### config.mk
export PLATFORM = sky130hd
export DESIGN_NAME = multicycle_ctrl_flat
export DESIGN_NICKNAME = d
export VERILOG_FILES = /design/src/rtl/multicycle_ctrl_if.sv /design/src/rtl/multicycle_ctrl.sv /design/src/flat_wrapper.sv
export SDC_FILE = /design/constraint.sdc
export NUM_CORES = 1
export LEC_CHECK = 0
export CAP_MARGIN = 10
export CELL_PAD_IN_SITES_DETAIL_PLACEMENT = 0
export CELL_PAD_IN_SITES_GLOBAL_PLACEMENT = 1
export CORE_MARGIN = 4
export CORE_UTILIZATION = 25
export DETAILED_ROUTE_END_ITERATION = 16
export PLACE_DENSITY_LB_ADDON = 0.1
export REMOVE_ABC_BUFFERS = 1
export SYNTH_ARGS = -nofsm -noshare
export SYNTH_HDL_FRONTEND = slang
export SYNTH_SLANG_ARGS = --single-unit
### constraint.sdc
create_clock -name clk -period 3.01 [get_ports clk]
set_input_delay 0.4515 -clock clk [delete_from_list [all_inputs] [get_ports clk]]
set_output_delay 0.4515 -clock clk [all_outputs]
set_load 0.01 [all_outputs]
### src/rtl/multicycle_ctrl_if.sv
// ============================================================================
// Module   : multicycle_ctrl_if
// Brief    : Decode-field / control-strobe bundle between sequencer and datapath.
//            MC_MEM_WAIT_EN adds the mem_ready handshake.
// Revision : 1.0
// ============================================================================
`default_nettype none

interface multicycle_ctrl_if #(
  parameter int CNT_W = 16
);
  logic [6:0]       opcode;
  logic [2:0]       funct3;
  logic             funct7_5;
  logic             zero;
`ifdef MC_MEM_WAIT_EN
  logic             mem_ready;
`endif
  logic             pc_en;
  logic             ir_en;
  logic             RegWrite;
  logic             PCSrc;
  logic             ALUSrc;
  logic [4:0]       ALU_operation;
  logic             write;
  logic             MemtoReg;
  logic [2:0]       state;
  logic             halted;
  logic             illegal;
  logic [CNT_W-1:0] retired;

  modport master (
    input  opcode, funct3, funct7_5, zero,
`ifdef MC_MEM_WAIT_EN
    input  mem_ready,
`endif
    output pc_en, ir_en, RegWrite, PCSrc, ALUSrc, ALU_operation,
           write, MemtoReg, state, halted, illegal, retired
  );

  modport slave (
    output opcode, funct3, funct7_5, zero,
`ifdef MC_MEM_WAIT_EN
    output mem_ready,
`endif
    input  pc_en, ir_en, RegWrite, PCSrc, ALUSrc, ALU_operation,
           write, MemtoReg, state, halted, illegal, retired
  );
endinterface

`default_nettype wire

### src/rtl/multicycle_ctrl.sv
// ============================================================================
// Module   : multicycle_ctrl
// Brief    : FETCH/DECODE/EXEC/MEM/WB sequencer for the RV32I-subset datapath.
//            Optional MEM wait states when MC_MEM_WAIT_EN is defined.
// Revision : 1.0
// ============================================================================
`default_nettype none

module multicycle_ctrl #(
  parameter int CNT_W = 16
) (
  input  wire logic          clk,
  input  wire logic          reset,
  multicycle_ctrl_if.master  bus
);

  typedef enum logic [2:0] {
    S_FETCH  = 3'd0,
    S_DECODE = 3'd1,
    S_EXEC   = 3'd2,
    S_MEM    = 3'd3,
    S_WB     = 3'd4,
    S_HALT   = 3'd5
  } state_t;

  localparam logic [6:0] c_OP_R   = 7'b0110011;
  localparam logic [6:0] c_OP_I   = 7'b0010011;
  localparam logic [6:0] c_OP_LW  = 7'b0000011;
  localparam logic [6:0] c_OP_SW  = 7'b0100011;
  localparam logic [6:0] c_OP_BR  = 7'b1100011;
  localparam logic [6:0] c_OP_SYS = 7'b1110011;

  localparam logic [4:0] c_ALU_ADD = 5'd0;
  localparam logic [4:0] c_ALU_SUB = 5'd1;
  localparam logic [4:0] c_ALU_AND = 5'd2;
  localparam logic [4:0] c_ALU_OR  = 5'd3;
  localparam logic [4:0] c_ALU_XOR = 5'd4;
  localparam logic [4:0] c_ALU_SLL = 5'd5;
  localparam logic [4:0] c_ALU_SRL = 5'd6;
  localparam logic [4:0] c_ALU_SRA = 5'd7;
  localparam logic [4:0] c_ALU_SLT = 5'd8;

  state_t           r_state, w_state_nxt;
  logic [6:0]       r_opcode;
  logic [2:0]       r_funct3;
  logic             r_funct7_5;
  logic             r_illegal;
  logic [CNT_W-1:0] r_retired;

  logic       w_set_illegal;
  logic       w_retire;
  logic       w_is_r, w_is_i, w_is_lw, w_is_sw, w_is_br;
  logic [4:0] w_aluop;
  logic       w_alusrc;
  logic       w_exec_bad;
  logic       w_mem_done;

  assign w_is_r   = (r_opcode == c_OP_R);
  assign w_is_i   = (r_opcode == c_OP_I);
  assign w_is_lw  = (r_opcode == c_OP_LW);
  assign w_is_sw  = (r_opcode == c_OP_SW);
  assign w_is_br  = (r_opcode == c_OP_BR);
  assign w_alusrc = w_is_i | w_is_lw | w_is_sw;

`ifdef MC_MEM_WAIT_EN
  assign w_mem_done = bus.mem_ready;
`else
  assign w_mem_done = 1'b1;
`endif

  // ALU op and legality from the fields captured at the end of DECODE
  always_comb begin
    w_aluop    = c_ALU_ADD;
    w_exec_bad = 1'b0;
    if (w_is_br) begin
      w_aluop    = c_ALU_SUB;
      w_exec_bad = (r_funct3[2:1] != 2'b00);
    end else if (w_is_r || w_is_i) begin
      case (r_funct3)
        3'b000:  w_aluop = (w_is_r && r_funct7_5) ? c_ALU_SUB : c_ALU_ADD;
        3'b111:  w_aluop = c_ALU_AND;
        3'b110:  w_aluop = c_ALU_OR;
        3'b100:  w_aluop = c_ALU_XOR;
        3'b001:  w_aluop = c_ALU_SLL;
        3'b101:  w_aluop = r_funct7_5 ? c_ALU_SRA : c_ALU_SRL;
        3'b010:  w_aluop = c_ALU_SLT;
        default: w_exec_bad = 1'b1;
      endcase
    end
  end

  always_comb begin
    w_state_nxt   = r_state;
    w_set_illegal = 1'b0;
    w_retire      = 1'b0;
    case (r_state)
      S_FETCH:  w_state_nxt = S_DECODE;
      S_DECODE: begin
        case (bus.opcode)
          c_OP_R, c_OP_I, c_OP_LW, c_OP_SW, c_OP_BR: w_state_nxt = S_EXEC;
          c_OP_SYS: w_state_nxt = S_HALT;
          default: begin
            w_state_nxt   = S_HALT;
            w_set_illegal = 1'b1;
          end
        endcase
      end
      S_EXEC: begin
        if (w_exec_bad) begin
          w_state_nxt   = S_HALT;
          w_set_illegal = 1'b1;
        end else if (w_is_br) begin
          w_state_nxt = S_FETCH;
          w_retire    = 1'b1;
        end else if (w_is_lw || w_is_sw) begin
          w_state_nxt = S_MEM;
        end else begin
          w_state_nxt = S_WB;
        end
      end
      S_MEM: begin
        if (w_mem_done) begin
          w_state_nxt = w_is_sw ? S_FETCH : S_WB;
          w_retire    = w_is_sw;
        end
      end
      S_WB: begin
        w_state_nxt = S_FETCH;
        w_retire    = 1'b1;
      end
      default:  w_state_nxt = S_HALT;
    endcase
  end

  always_ff @(posedge clk or negedge reset) begin
    if (!reset) begin
      r_state    <= S_FETCH;
      r_opcode   <= 7'd0;
      r_funct3   <= 3'd0;
      r_funct7_5 <= 1'b0;
      r_illegal  <= 1'b0;
      r_retired  <= '0;
    end else begin
      r_state <= w_state_nxt;
      if (r_state == S_DECODE) begin
        r_opcode   <= bus.opcode;
        r_funct3   <= bus.funct3;
        r_funct7_5 <= bus.funct7_5;
      end
      if (w_set_illegal) r_illegal <= 1'b1;
      if (w_retire)      r_retired <= r_retired + 1'b1;
    end
  end

  // Gating on reset drops every strobe the instant reset asserts
  always_comb begin
    bus.ir_en         = 1'b0;
    bus.pc_en         = 1'b0;
    bus.RegWrite      = 1'b0;
    bus.PCSrc         = 1'b0;
    bus.ALUSrc        = 1'b0;
    bus.ALU_operation = c_ALU_ADD;
    bus.write         = 1'b0;
    bus.MemtoReg      = 1'b0;
    bus.halted        = 1'b0;
    if (reset) begin
      case (r_state)
        S_FETCH: bus.ir_en = 1'b1;
        S_EXEC: begin
          bus.ALUSrc        = w_alusrc;
          bus.ALU_operation = w_aluop;
          if (w_is_br && !w_exec_bad) begin
            bus.pc_en = 1'b1;
            bus.PCSrc = r_funct3[0] ? ~bus.zero : bus.zero;
          end
        end
        S_MEM: begin
          bus.ALUSrc        = w_alusrc;
          bus.ALU_operation = w_aluop;
          bus.write         = w_is_sw;
          bus.pc_en         = w_is_sw & w_mem_done;
        end
        S_WB: begin
          bus.ALUSrc        = w_alusrc;
          bus.ALU_operation = w_aluop;
          bus.RegWrite      = 1'b1;
          bus.pc_en         = 1'b1;
          bus.MemtoReg      = ~w_is_lw;
        end
        S_HALT:  bus.halted = 1'b1;
        default: ;
      endcase
    end
  end

  assign bus.state   = r_state;
  assign bus.illegal = r_illegal;
  assign bus.retired = r_retired;

endmodule

`default_nettype wire
### src/flat_wrapper.sv
// flat-port wrapper written by rule: the top's interface ports become plain ports
module multicycle_ctrl_flat 
#(
  parameter int CNT_W = 16
)
  (clk, reset, bus_opcode, bus_funct3, bus_funct7_5, bus_zero, bus_pc_en, bus_ir_en, bus_RegWrite, bus_PCSrc, bus_ALUSrc, bus_ALU_operation, bus_write, bus_MemtoReg, bus_state, bus_halted, bus_illegal, bus_retired);
  multicycle_ctrl_if #(.CNT_W(CNT_W)) bus_i ();
  input  wire logic clk;
  input  wire logic reset;
  input wire logic [$bits(bus_i.opcode)-1:0] bus_opcode;
  input wire logic [$bits(bus_i.funct3)-1:0] bus_funct3;
  input wire logic [$bits(bus_i.funct7_5)-1:0] bus_funct7_5;
  input wire logic [$bits(bus_i.zero)-1:0] bus_zero;
  output wire logic [$bits(bus_i.pc_en)-1:0] bus_pc_en;
  output wire logic [$bits(bus_i.ir_en)-1:0] bus_ir_en;
  output wire logic [$bits(bus_i.RegWrite)-1:0] bus_RegWrite;
  output wire logic [$bits(bus_i.PCSrc)-1:0] bus_PCSrc;
  output wire logic [$bits(bus_i.ALUSrc)-1:0] bus_ALUSrc;
  output wire logic [$bits(bus_i.ALU_operation)-1:0] bus_ALU_operation;
  output wire logic [$bits(bus_i.write)-1:0] bus_write;
  output wire logic [$bits(bus_i.MemtoReg)-1:0] bus_MemtoReg;
  output wire logic [$bits(bus_i.state)-1:0] bus_state;
  output wire logic [$bits(bus_i.halted)-1:0] bus_halted;
  output wire logic [$bits(bus_i.illegal)-1:0] bus_illegal;
  output wire logic [$bits(bus_i.retired)-1:0] bus_retired;
  assign bus_i.opcode = bus_opcode;
  assign bus_i.funct3 = bus_funct3;
  assign bus_i.funct7_5 = bus_funct7_5;
  assign bus_i.zero = bus_zero;
  assign bus_pc_en = bus_i.pc_en;
  assign bus_ir_en = bus_i.ir_en;
  assign bus_RegWrite = bus_i.RegWrite;
  assign bus_PCSrc = bus_i.PCSrc;
  assign bus_ALUSrc = bus_i.ALUSrc;
  assign bus_ALU_operation = bus_i.ALU_operation;
  assign bus_write = bus_i.write;
  assign bus_MemtoReg = bus_i.MemtoReg;
  assign bus_state = bus_i.state;
  assign bus_halted = bus_i.halted;
  assign bus_illegal = bus_i.illegal;
  assign bus_retired = bus_i.retired;
  multicycle_ctrl #(.CNT_W(CNT_W)) u_core (.clk(clk), .reset(reset), .bus(bus_i));
endmodule
# Word level (Yosys, flattened, before mapping)
# Index checks and enable logic that the tools add are counted.
# Widths: inputs -> output; s select.
# op_classes
n_eq_ne	22
n_bitwise	4
div_mod_pow	0
n_reduce_logical	12
order_cmp	0
n_mux	41
shift	0
multipliers	0
add_sub_neg	1
# ops
op	n
$pmux 5 s7	1
$eq 7x6->1 const B	4
$mux 1	27
$eq 7x7->1 const B	3
$mux 5	4
$eq 3x3->1 const B	6
$add 16x1->16 const B	1
$mux 3	5
$pmux 3 s5	1
$eq 7x2->1 const B	2
$eq 7x5->1 const B	2
$eq 3x2->1 const B	3
$reduce_or 7->1	1
$eq 3x1->1 const B	2
$logic_not 3->1	2
$pmux 1 s3	2
$reduce_or 6->1	1
$reduce_or 5->1	1
$reduce_or 3->1	1
$logic_and 1x1->1	2
$logic_or 1x1->1	2
$not 1->1	2
$or 1x1->1	2
$pmux 1 s2	1
2 further kinds	2
# word_totals
input_bits	14
memories	0
elab_cells	86
register_bits	31
ram_bits	0
latchBits	0
mem_bits_ro	0
output_inout_bits	33

# Longest topological paths before layout
# logic_depth
ltp_word	10
depth_mapped	8
ltp_nobuf	5

# Least setup slack after synthesis
# OpenSTA, ideal clock, no wires.
# synth_path
path_type	flip-flop to output port
startpoint	register u_core.r_opcode[2]
endpoint	output port bus_pc_en
arrival_ns	1.784
setup_slack_ns	0.775
path_buffers	2
required_time_ns	2.558
stages_incl_launch_ff	7
path_cell_list	dfrtp_1 > nand4bb_4 > or4b_4 > a31o_1 > buf_6 > buf_12 > nor2_1
# synth_between
elab_chain_cells	9
word_cells_on_any_way	12
classes_between	4 x eq/ne; 5 x mux; 3 x reduce/logical
# synth_rtl
element	line_no	source
start, declared	multicycle_ctrl.sv:44	logic [6:0] r_opcode;
start signal, assigned	multicycle_ctrl.sv:146	r_opcode <= bus.opcode;
$eq 7x6->1 / $eq 7x5->1 (equally long branches)	multicycle_ctrl.sv:58, multicycle_ctrl.sv:59	
$logic_or 1x1->1	multicycle_ctrl.sv:78	end else if (w_is_r || w_is_i) begin
$mux 1	multicycle_ctrl.sv:78	
$mux 1	multicycle_ctrl.sv:75	if (w_is_br) begin
$logic_not 1->1	multicycle_ctrl.sv:172	if (w_is_br && !w_exec_bad) begin
$logic_and 1x1->1	multicycle_ctrl.sv:172	
$mux 1	multicycle_ctrl.sv:172	
$pmux 1 s3 (*)	multicycle_ctrl.sv:167	case (r_state)
$mux 1 (*)	multicycle_ctrl.sv:166	if (reset) begin
end, declared	flat_wrapper.sv:14	output wire logic [$bits(bus_i.pc_en)-1:0] bus_pc_en;
# Every way passes the cells marked *; elsewhere a longest branch is shown, timed or not.

# Final worst setup path
# Same ends and word-level chain as after synthesis.

==> flow_summary.ini <==
[grt]
grt_pass1_wl_um = 7290
gr-total-overflow = 0
antenna_found_initial = 0
grt_start_max_net_pins = 32
grt_pass1_vias = 1461
grtUsageTotal_pct = 10.8

[floorplan]
die_w_um = 90.6
die_h_um = 90.6
row_count = 29
die-area_mm2 = 0.00820
io-pin-count = 47
fp.coreArea_mm2 = 0.00649
start_util_pct = 26.2

[job]
maxCapViolCount = 0

[layout]
antenna_cells = 0
drive_gt1_share_pct = 14.3
area_delta_synth_final_pct = 36.1
design_area_mm2 = 0.00232
multi_input_area_um2 = 867
layout.nets = 224
seq_area_um2 = 776
fill_cells = 658

[run_status]
status = finished clean

[logic_synthesis]
synth-async-reset-ratio_pct = 100
synth.avg_cell_area_um2 = 10.6
synth.top_cells.by_area = dfrtp_1, mux2_2, xor2_1
synth-edff-count = 0
ys_warn_count = 0
synthDominantCellAreaShare_pct = 45.5
synth-main-ff-cell = dfrtp_1
yosysTopAreaCell = dfrtp_1
synthTopCellsByCount = dfrtp_1, nand2_1, nor2_1, xor2_1, mux2_2
synth_area_mm2 = 0.00170
yosysUniqueCellTypes = 43
ys_seq_area_share_pct = 45.5
post-synth-top-count-cell = dfrtp_1
synthCells = 161
ys_ff_latch = 31

[worst_setup_path]
path_delay_family = simple AND/OR/NAND/NOR gates
start_kind = register
end_kind = primary output
slowest_stage = or4_1
crit_type = register to primary output
path_cells = nand4bb_4, or4_1, a31o_1, nor2_1, clkdlybuf4s50_1
cp_slowest_stage_delay_ns = 0.57
arrival_ns = 2.42
crit_buf_inv = 1
crit_required_ns = 2.56
critPathMaxFanout = 7

[detailed_routing]
routed_wl_um = 4300
drt_iter0_markers = 25
viasPerCell = 4.70
vias = 1349
antenna_left = 0
wl_per_cell_um = 15.0
firstDrtPassIters = 4
drc = 0

[timing]
grt_setup_unrepaired = no
clock_skew_ns = 0.00590
tns_ns = 0
holdWs_ns = 0.477
period_share_pct = 95.2
fmax_mhz = 349
setup_viol = 0
hold_viol = 0
maxSlewViolCount = 0
min_period_ns = 2.87

[place]
place_area_mm2 = 0.00222
numPortBuffers = 45
hpwl_um = 3220
gp_congestion = 0.747

[power_and_ir_drop]
worst_ir_drop_vdd_uv = 139
power_density_mw_per_mm2 = 348
p_leak_nw = 0.984

[cts]
cts_resized = 0
cts_hold_buf = 0
cts_setup_buffers = 0
cts_root_buf = clkbuf_8
clk-insertion-delay-late_ns = 0.28
cts.clk_slew.worst_paths_ns = 0.06
cts_made_buffers = 5
cts.sinks = 31
cts_max_path_buffers = 2
cts_tree = yes
cts.htree.levels = 2

[hold_path]
worst_hold_path_type = register to register
registers in the layout, indices dropped and copies added (netlist names):
signal	cells
u_core.r_opcode	7
u_core.bus.retired	16
u_core.bus.illegal	1
u_core.r_funct7_5	1
u_core.bus.state	3
u_core.r_funct3	3
final timing paths:
check                                                    from                                 end  slack, ns  depth (start not counted)
setup / recovery               u_core.r_opcode[2]$_DFFE_PN0P_                           bus_pc_en       0.14                          5
max in group asynchronous                               reset      u_core.r_opcode[3]$_DFFE_PN0P_       2.00                          2
setup reg to reg               u_core.r_opcode[2]$_DFFE_PN0P_  u_core.bus.retired[12]$_DFFE_PN0N_       0.70                          6
hold / removal             u_core.bus.retired[15]$_DFFE_PN0N_  u_core.bus.retired[15]$_DFFE_PN0N_       0.48                          1
min in group asynchronous                               reset       u_core.bus.state[1]$_DFF_PN0_       0.71                          2
hold reg to reg            u_core.bus.retired[15]$_DFFE_PN0N_  u_core.bus.retired[15]$_DFFE_PN0N_       0.48                          1
cell type report:
type	count	area share (%)
clock buffer	8	4.32
inverter	2	0.324
multi-input combinational	121	37.4
sequential	31	33.4
tap	77	4.15
timing repair buffer	48	20.4
power by group:
group | internal [W] | switching, W | total, W
clock | 0.000208 | 0.000148 | 0.000356
sequential | 0.000417 | 0 | 0.000417
combinational | 0.0000192 | 0.0000164 | 0.0000356
total | 0.000644 | 0.000164 | 0.000808
metal layers:
| layer | GRT usage [%] | vias up | part of all wire [%] |
|---|---|---|---|
| met5 | 0 | - | 0 |
| met4 | 4.21 | 0 | 1.4 |
| met3 | 3.67 | 6 | 6.1 |
| met2 | 17.6 | 36 | 48 |
| met1 | 13.2 | 642 | 44 |
| li1 | - | 665 | - |
placed cells by master (no fill, tap or decap), types with 2 or more instances in the layout:
master            n
inv_1             2
nand2b_1          2
xor2_1           13
and3_1            2
mux2_2           12
o21ai_0           3
buf_4             3
nor3b_1           2
nor2_1           14
nor4b_2           3
clkbuf_8          7
nor3_1            6
or3_1             2
xnor2_1           3
nand2_1          18
nand3b_1          2
nor4_1            4
a21oi_1           6
dfrtp_1          31
nand3_1           6
nor2b_1           2
nor4b_1           2
clkdlybuf4s50_1  45
kinds of logic (layout without fill, tap and decap cells):
family	count (synthesis)	in the layout	synth area share [%]
and+or+nand+nor	73	73	26.6
DFF	31	31	45.5
AOI/OAI and AO/OA	17	17	6.61
xor gates and xnor gates	16	16	8.22
muxes	13	13	8.52
buffers and inverters	9	58	3.60
adders and majority gates	1	1	0.734
other	1	1	0.220
worst register-to-register path, delay by kind of cell (launching register included):
family                    cells  cell delay (ns)
AOI/OAI and AO/OA             1             0.26
and+or+nand+nor               3             1.22
DFF                           1             0.37
xor gates and xnor gates      1             0.18
buffers and inverters         1             0.21
per-stage QoR:
stage | power (W) | instances | util, % | worst slack [ns]
after floorplan | 0.000429 | 154 | - | 0.772
after global placement | 0.000460 | 279 | 34.2 | 0.336
after detailed placement | 0.000461 | 279 | 34.2 | 0.269
after CTS | 0.000830 | 287 | 35.7 | 0.110
after global routing | 0.000843 | 287 | 35.7 | 0.0163
final | 0.000808 | 287 | 35.7 | 0.143
Power figures use the tool's default switching activity.
